[src/rtl/display_scan_ctrl_pkg.sv]
// display_scan_ctrl_pkg: scan FSM states, digit count, default refresh constants, anode one-hot helper
package display_scan_ctrl_pkg;
  typedef enum logic [1:0] {IDLE = 2'd0, BLANK = 2'd1, SHOW = 2'd2} scan_state_t;
  localparam int NUM_DIGITS = 4;
  localparam int DEF_REFRESH_DIV = 100000;
  localparam int DEF_BLANK_CYCLES = 1000;
  function automatic logic [NUM_DIGITS-1:0] digit_onehot(input logic [1:0] s);
    return {{(NUM_DIGITS-1){1'b0}}, 1'b1} << s;
  endfunction
endpackage

[src/rtl/display_scan_ctrl_slot_timer.sv]
// display_scan_ctrl_slot_timer: loadable down-counter (in: load, load_val; out: tc when count is zero)
module display_scan_ctrl_slot_timer
  import display_scan_ctrl_pkg::*;
#(
  parameter int W = 17
) (
  input  logic         clk,
  input  logic         rst_n,
  input  logic         load,
  input  logic [W-1:0] load_val,
  output logic         tc
);
  logic [W-1:0] cnt;
  always_ff @(posedge clk or negedge rst_n)
    if (!rst_n) cnt <= '0;
    else cnt <= load ? load_val : cnt - 1'b1;
  assign tc = cnt == '0;
endmodule

[src/rtl/display_scan_ctrl.sv]
// display_scan_ctrl: 4-digit 7-seg scan FSM with blanking (in: en, digit_en, dp_in; out: sel, an, dp, slot_tick)
module display_scan_ctrl
  import display_scan_ctrl_pkg::*;
#(
  parameter int REFRESH_DIV  = DEF_REFRESH_DIV,
  parameter int BLANK_CYCLES = DEF_BLANK_CYCLES,
  parameter bit ACTIVE_LOW   = 1'b1
) (
  input  logic                  clk,
  input  logic                  rst_n,
  input  logic                  en,
  input  logic [NUM_DIGITS-1:0] digit_en,
  input  logic [NUM_DIGITS-1:0] dp_in,
  output logic [1:0]            sel,
  output logic [NUM_DIGITS-1:0] an,
  output logic                  dp,
  output logic                  slot_tick
);
  localparam int W = $clog2(REFRESH_DIV);
  localparam logic [W-1:0] BLANK_LD = W'(BLANK_CYCLES - 1);
  localparam logic [W-1:0] SHOW_LD = W'(REFRESH_DIV - BLANK_CYCLES - 1);
  scan_state_t state, nxt_state;
  logic [1:0] nxt_sel;
  logic [W-1:0] load_val;
  logic tc, adv, load, on;
  always_comb begin
    adv = en && state == SHOW && tc;
    nxt_state = !en ? IDLE : state == BLANK ? (tc ? SHOW : BLANK) : (state == SHOW && !tc) ? SHOW : BLANK;
    nxt_sel = (!en || state == IDLE) ? 2'd0 : sel + {1'b0, adv};
    load = !en || state == IDLE || tc;
    load_val = !en ? '0 : state == BLANK ? SHOW_LD : BLANK_LD;
    on = nxt_state == SHOW;
  end
  display_scan_ctrl_slot_timer #(.W(W)) u_timer (
    .clk(clk),
    .rst_n(rst_n),
    .load(load),
    .load_val(load_val),
    .tc(tc)
  );
  // outputs are computed from the next state so they change on the same edge as state/sel
  always_ff @(posedge clk or negedge rst_n)
    if (!rst_n) begin
      state <= IDLE;
      sel <= '0;
      an <= {NUM_DIGITS{ACTIVE_LOW}};
      dp <= ACTIVE_LOW;
      slot_tick <= 1'b0;
    end else begin
      state <= nxt_state;
      sel <= nxt_sel;
      slot_tick <= adv;
      an <= {NUM_DIGITS{ACTIVE_LOW}} ^ ((on && digit_en[nxt_sel]) ? digit_onehot(nxt_sel) : '0);
      dp <= ACTIVE_LOW ^ (on && dp_in[nxt_sel]);
    end
endmodule

[config.mk]
export PLATFORM = sky130hd
export DESIGN_NAME = display_scan_ctrl
export DESIGN_NICKNAME = d
export VERILOG_FILES = /design/src/rtl/display_scan_ctrl_pkg.sv /design/src/rtl/display_scan_ctrl_slot_timer.sv /design/src/rtl/display_scan_ctrl.sv
export SDC_FILE = /design/constraint.sdc
export NUM_CORES = 1
export LEC_CHECK = 0
export BUFFER_PORTS_ARGS = -buffer_cell sky130_fd_sc_hd__buf_2
export CAP_MARGIN = 10
export CORE_MARGIN = 2
export CORE_UTILIZATION = 50
export DETAILED_ROUTE_END_ITERATION = 16
export PLACE_DENSITY = 0.73
export SLEW_MARGIN = 0
export SYNTH_ARGS = -nofsm -noshare
export SYNTH_HDL_FRONTEND = slang
export SYNTH_SLANG_ARGS = --single-unit
[constraint.sdc]
create_clock -name clk -period 2.45 [get_ports clk]
set_clock_uncertainty 0.2 [all_clocks]
set_input_delay 0.1225 -clock clk [delete_from_list [all_inputs] [get_ports clk]]
set_output_delay 0.1225 -clock clk [all_outputs]
set_load 0.03 [all_outputs]
==> results.md, run 1 <==
* Sequential fraction of the synthesis area at 0.5032
* Area of the multi-input gates at roughly 760 um2
* Pre-antenna DRT Iters at 4
* Met3 Use GR at 0.02791
* CTS tree: done
* Outcome: finished clean
* Fill cells at 188
* CTS sink cnt at 27
* Most frequent cells in the layout: dfrtp_1, buf_4, buf_2, nor2_1, nand2_1
* CP endpoint kind: register
* Gate power share at 0.158
* Ant. Diodes at 0
* Grt met2 use at 0.4067
* Critical Setup Path Class: register to register
* Max Cap Viol at 0
* Root buffer cell: clkbuf_4
* Leak Pwr at ~0.00082 uW
* Hpwl dp at 2081 um
* Worst ir drop on vdd at around 0.00035 V
* Buf+Inv Stages, Crit Path at 1
* Most common cell on crit path: ha_4
* Final Routed Wirelength at roughly 3300 um
* Post-Route Utilization at 0.7262
* Yosys warns at 0
* # port buffers at 18
* Synthesis-stage register bit count at 27
* Die height at 56.06 um
* PD cells at ~440 nW/um2
* CP max stage cell: dfrtp_1
* Family with the most delay on the worst path: simple AND/OR/NAND/NOR gates
* First-pass GRT wire length at roughly 5500 um
* Starting Density at 0.5372
* Vias per std cell at ~5.5
* FP Rows at 18
* Worst slew margin at 0.6075
* Routability cong. at 0.8528
* Final Slew Violations at 0
* CTS Buf Count at 3
* Worst Tran Pin Value at about 590 ps
* Initial antenna violation count at 0
* Post-route insts no fill at 208
* Clk pwr share at 0.249
* Clk buf depth at 2
* Core area at about 2500 um2
* Critical Path AT at 2510 ps
* Fin crit share at 0.9981
* Grt ovf at 0
* Minimum clock period at approximately 2400 ps
* Switching power at 217.6 uW
* RSZ-0062 raised after global routing: yes
* Hold Path Class: input pin to asynchronous set/reset pin
* Layout cell share with drive strength beyond 1 at 0.3483
* Ports at 19
* DR DRC count at 0
* Reg2Reg Setup Slack at approximately 4.7 ps
* Final setup fails at 0
* Gate Count Post-Synth at approximately 130
* GRT Overall Usage at 0.2246
* Syn nets at between 100 and 150
* Final Hold Vio Count at 0
* Post-Syn Area per Cell at between 10 and 15 um2
* Reg2reg start: u_timer.cnt[0]
* Largest stage delay, worst path at about 420 ps
* Leading cell type in the layout, fill and taps excluded: dfrtp_1
* Sw frac at 0.2707
* CP Cell Sequence: inv_2 > ha_4 > nor4b_4 > nand4_4 > nor3_4 > ha_4 > xnor2_2 > and3_4 > o21ai_2 > a21oi_2 > nand3_1
* Setup crit start kind: register
* Fmax at 0.4090 GHz
* Reg clk slew, reported paths at ~150 ps
* Largest net degree at the start of global routing at 28
* Register-to-Register Path Depth at 11
* Final ANT Viol Nets at 0
* Clk_lat worst skew at about 330 ps
* Initial DRC Count at 14
* Post-layout nets at roughly 190
* Placed inst area at 1624 um2
* Power share of the sequential group at 0.593
* Number of global-route vias before repair at 1185
* Routing usage on met1 at 0.2741
* Post-Syn Area at between 1000 and 1500 um2
* Area growth syn-to-layout at 35.18%
* Most used routing layer: met2
* Cell count after placement at between 150 and 200
* Die width at ~56 um
* Yosys cell types at 32
* Seq. cell area at between 600 and 700 um2
* WL per Instance at ~16 um
* Reg2Reg Capture Point: an[3]
* Cell internal pwr at roughly 590 uW
* Die area at about 3100 um2
* Worst EP required at between 2000 and 3000 ps
* Crit Path Max Fanout at 4
* DR vias at around 1100
* H-tree Lvls at 1
* Design Area, Final at 1832 um2
-- worst max path at each step --
stage,start,to,slack (ps),cells past startpoint
4_1_cts,u_timer.cnt[0],an[2],-10,11
6_report,u_timer.cnt[0],an[3],5,11
5_1_grt,u_timer.cnt[0],an[3],-120,11
2_1_floorplan,u_timer.cnt[4],an[1],4,10
3_3_place_gp,u_timer.cnt[11],an[3],30,9
3_5_place_dp,u_timer.cnt[0],an[2],-150,11
-- layout make-up --
| cell class | instances | share of cell area |
|---|---|---|
| clock inverter | 1 | 0.002732 |
| sequential | 27 | 0.3723 |
| inverter | 4 | 0.008197 |
| clock buffer | 3 | 0.01230 |
| timing repair buffer | 45 | 0.1708 |
| tap | 30 | 0.02049 |
| multi-input combinational | 98 | 0.4133 |
-- through the flow --
stage	setup TNS [ps]	worst slack [ps]	hold WS [ps]	total power [uW]
3_5_place_dp	-572.8	-154.2	-32.62	588.2
3_3_place_gp	0	33.46	-49.06	584.0
5_1_grt	-470.1	-123.4	158.3	832.9
2_1_floorplan	0	3.559	-373.1	542.7
4_1_cts	-17.00	-12.74	130.1	800.9
6_report	0	4.716	95.81	803.7
-- synth_stat cells --
cell	n	share of area
a21boi_0	6	0.033
a21oi_1	4	0.015
a31oi_1	1	0.0046
and2_1	3	0.014
and3_1	2	0.0092
and3b_1	1	0.0065
and4b_1	1	0.0074
clkbuf_1	2	0.0055
dfrtp_1	22	0.41
dfstp_2	5	0.097
ha_1	3	0.028
inv_1	4	0.011
mux2i_1	3	0.022
nand2_1	11	0.030
nand2b_1	2	0.0092
nand3_1	4	0.015
nand3b_1	2	0.011
nand4_2	1	0.0092
nor2_1	14	0.039
nor2b_1	2	0.0092
nor3_1	5	0.018
nor3b_1	1	0.0055
nor4_1	2	0.0092
nor4_2	1	0.0092
nor4_4	1	0.016
nor4b_1	1	0.0065
o21a_1	1	0.0055
o21ai_0	7	0.026
or3b_1	1	0.0065
or4_1	1	0.0055
xnor2_1	7	0.045
xor2_1	10	0.065
-- state kept, by name (all words and copies together) (netlist names) --
signal and cells:
sel 2, state 2, slot_tick 1, dp 1
u_timer.cnt 17, an 4
-- repair_timing --
action | CTS | global route
pin swaps | 11 | 7
setup endpoints to repair | 5 | 5
setup buffers | 4 | 2
endpoints found under the hold margin | 41 | 0
gates resized for setup | 12 | 2
hold buffers | 8 | 0
-- power by group through the flow --
stage	combinational, uW	sequential, uW	clock [uW]
after detailed placement	104	484	0
after CTS	123	477	201
final	127	477	200
after floorplan	58.7	484	0
after global placement	101	483	0
after global routing	140	479	214
-- cell families (layout without fill, tap and decap cells) --
logic type	count (synthesis)	count (layout)	synth area share
adders and majority gates	3	3	0.02770
AOI/OAI and AO/OA	19	19	0.08403
and+or+nand+nor	56	56	0.2364
muxes	3	3	0.02216
DFF	27	27	0.5032
xor gates and xnor gates	17	17	0.1099
buffers and inverters	6	53	0.01662
-- layer usage --
| metal | part of all wire | routed length, um | vias to the layer above |
|---|---|---|---|
| met2 | 0.53 | 1733 | 33 |
| met4 | 0.018 | 57 | 0 |
| met3 | 0.040 | 129 | 6 |
| met5 | 0 | 0 | - |
| li1 | - | - | 541 |
| met1 | 0.41 | 1333 | 567 |
-- worst register-to-register path, delay by kind of cell, from the launching register on --
family,cells,cell delay (ps)
AND/OR/NAND/NOR,5,920
flip-flops,1,420
adder cells (fa/ha/maj),2,320
AO/OA/AOI/OAI,2,280
XOR/XNOR,1,140
buffers and inverters,1,90
Power figures use the tool's default switching activity.
==> run 2: changes to the inputs <==
- SETUP_SLACK_MARGIN: unset -> 0.4
==> run 2 against run 1 <==
Compared with the run above:
- via count shrank 4.6%
- fmax rose by 1.7%
- critical path type unchanged
- clock power down 2%
- count of clock-buffer cells in the layout stayed put
- global-route usage down 1.6 points
- total power down 0.76%
- die area unchanged
- critical path depth stayed put
- cell count decreased by 0.96%
- core utilization up 0.94 points
==> results.md, run 2 (synthesis gave the netlist of run 1 again) <==
* Critical Path AT at roughly 2500 ps
* WL per Instance at roughly 15 um
* Largest stage delay, worst path at approximately 420 ps
* Routability cong. at about 0.85
* Post-layout nets at about 190
* WL met1 at roughly 1300 um
* Most common cell on crit path: ha_4
* Vias per std cell at 5.311
* Initial antenna violation count at 0
* Final setup fails at 0
* Die height at ~56 um
* Leak Pwr at approximately 0.0008 uW
* Area of the multi-input gates at slightly below 800 um2
* Met2 routed WL at between 1500 and 2000 um
* CTS tree: done
* Met3 WL at a little under 100 um
* Register-to-Register Path Depth at 11
* CTS sink cnt at 27
* FP Rows at 18
* GRT Overall Usage at 0.2083
* Ports at 19
* CP max stage cell: dfrtp_1
* Setup crit start kind: register
* Minimum clock period at about 2400 ps
* Number of global-route vias before repair at around 1200
* Largest register FFs at 17
* Worst Tran Pin Value at approximately 600 ps
* Worst ir drop on vdd at ~0.00036 V
* Seq. cell area at roughly 700 um2
* Largest net degree at the start of global routing at 28
* CP Cell Sequence: inv_2 > ha_4 > nor4b_4 > nand4_4 > nor3_4 > ha_4 > mux2i_1 > nor2_1 > o21ai_2 > a21oi_2 > nand3b_1
* Worst EP required at between 2000 and 3000 ps
* Fin crit share at 0.9812
* Final Slew Violations at 0
* Critical Setup Path Class: register to register
* Die width at between 50 and 60 um
* CTS Buf Count at 3
* Layout cell share with drive strength beyond 1 at 0.3636
* First-pass GRT wire length at 5223 um
* Largest registers: u_timer.cnt (17), an (4)
* Outcome: finished clean
* Setup WS pre-CTS at -46.84 ps
* WP depth at 11
* Clk_lat worst skew at around 330 ps
* Final worst setup slack at between 40 and 50 ps
* Root buffer cell: clkbuf_4
* Worst slew margin at 0.5997
* Leading cell type in the layout, fill and taps excluded: dfrtp_1
* Reg clk slew, reported paths at approximately 150 ps
* Core area at approximately 2500 um2
* Total power at between 700 and 800 uW
* DR DRC count at 0
* Grt ovf at 0
* Family with the most delay on the worst path: simple AND/OR/NAND/NOR gates
* Starting Density at 0.5372
* Final Hold Vio Count at 0
* Setup TNS at 0 ps
* Initial DRC Count at 23
* Hold Path Class: input pin to asynchronous set/reset pin
* Clk buf depth at 2
* Buf+Inv Stages, Crit Path at 1
* Hpwl dp at around 2000 um
* Area growth syn-to-layout at 36.93%
* Max Cap Viol at 0
* Ant. Diodes at 0
* H-tree Lvls at 1
* Fmax at ~0.42 GHz
* Crit Path Max Fanout at 8
* Die area at between 3000 and 4000 um2
* Pre-antenna DRT Iters at 4
* Post-route insts no fill at about 210
* Most frequent cells in the layout: dfrtp_1, buf_2, buf_4, nor2_1, nand2_1
* Biggest register: u_timer.cnt
* DR vias at between 1000 and 1500
* Final ANT Viol Nets at 0
* Fill cells at 167
* Cell count after placement at about 180
* # port buffers at 18
* PD cells at roughly 430 nW/um2
* Post-Route Utilization at 0.7356
* Final Routed Wirelength at about 3000 um
* CP endpoint kind: register
* Max Used Layer: met4
* RSZ-0062 raised after global routing: yes
## run 2: cell types whose count changed in the layout (fill, tap and decap cells not counted), sizes merged
cell,previous run,this run
buf,37,36
dlygate4sd3,8,7
## run 2: timing repair
action | 4_1_cts | 5_1_grt
cloned | 0 | 0
setup buffers | 7 | 5
resized for setup | 10 | 9
hold buffers | 7 | 0
endpoints found under the hold margin | 41 | 0
endpoints found under the setup margin | 8 | 12
pin swaps | 12 | 9
## run 2: report_power, final
group	switching [uW]	internal (uW)
clock	135	61.3
combinational	60.3	62.5
sequential	19.1	460
## run 2: metal layers
layer  global-route usage  vias to the layer above
li1                     -                      542
met1               0.2541                      514
met2               0.3731                       32
met3              0.03023                        6
met4              0.07143                        0
met5                    0                        -
## run 2: final cells by class
type / count / share of cell area
clock buffers: 3 / 0.01214
clock inverters: 1 / 0.002697
inverters: 4 / 0.008092
multi-input cells: 98 / 0.4282
flip-flops and latches: 27 / 0.3675
well taps: 30 / 0.02023
repair buffers: 43 / 0.1612
## run 2: metrics by stage
step | hold WS (ps) | area (um2)
2_1_floorplan | -373.1 | 1420
3_3_place_gp | -46.99 | 1575
3_5_place_dp | -28.12 | 1575
4_1_cts | 119.8 | 1775
5_1_grt | 146.2 | 1856
6_report | 111.1 | 1856
## run 2: path summary, 6_finish.rpt
path	start	end	slack (ps)
setup / recovery	u_timer.cnt[0]	an[2]	50
hold / removal	rst_n	u_timer.cnt[5]	110
setup reg to reg	u_timer.cnt[0]	an[2]	50
hold reg to reg	u_timer.cnt[14]	u_timer.cnt[14]	430
max in group asynchronous	rst_n	u_timer.cnt[0]	1560
min in group clk	digit_en[1]	an[0]	130
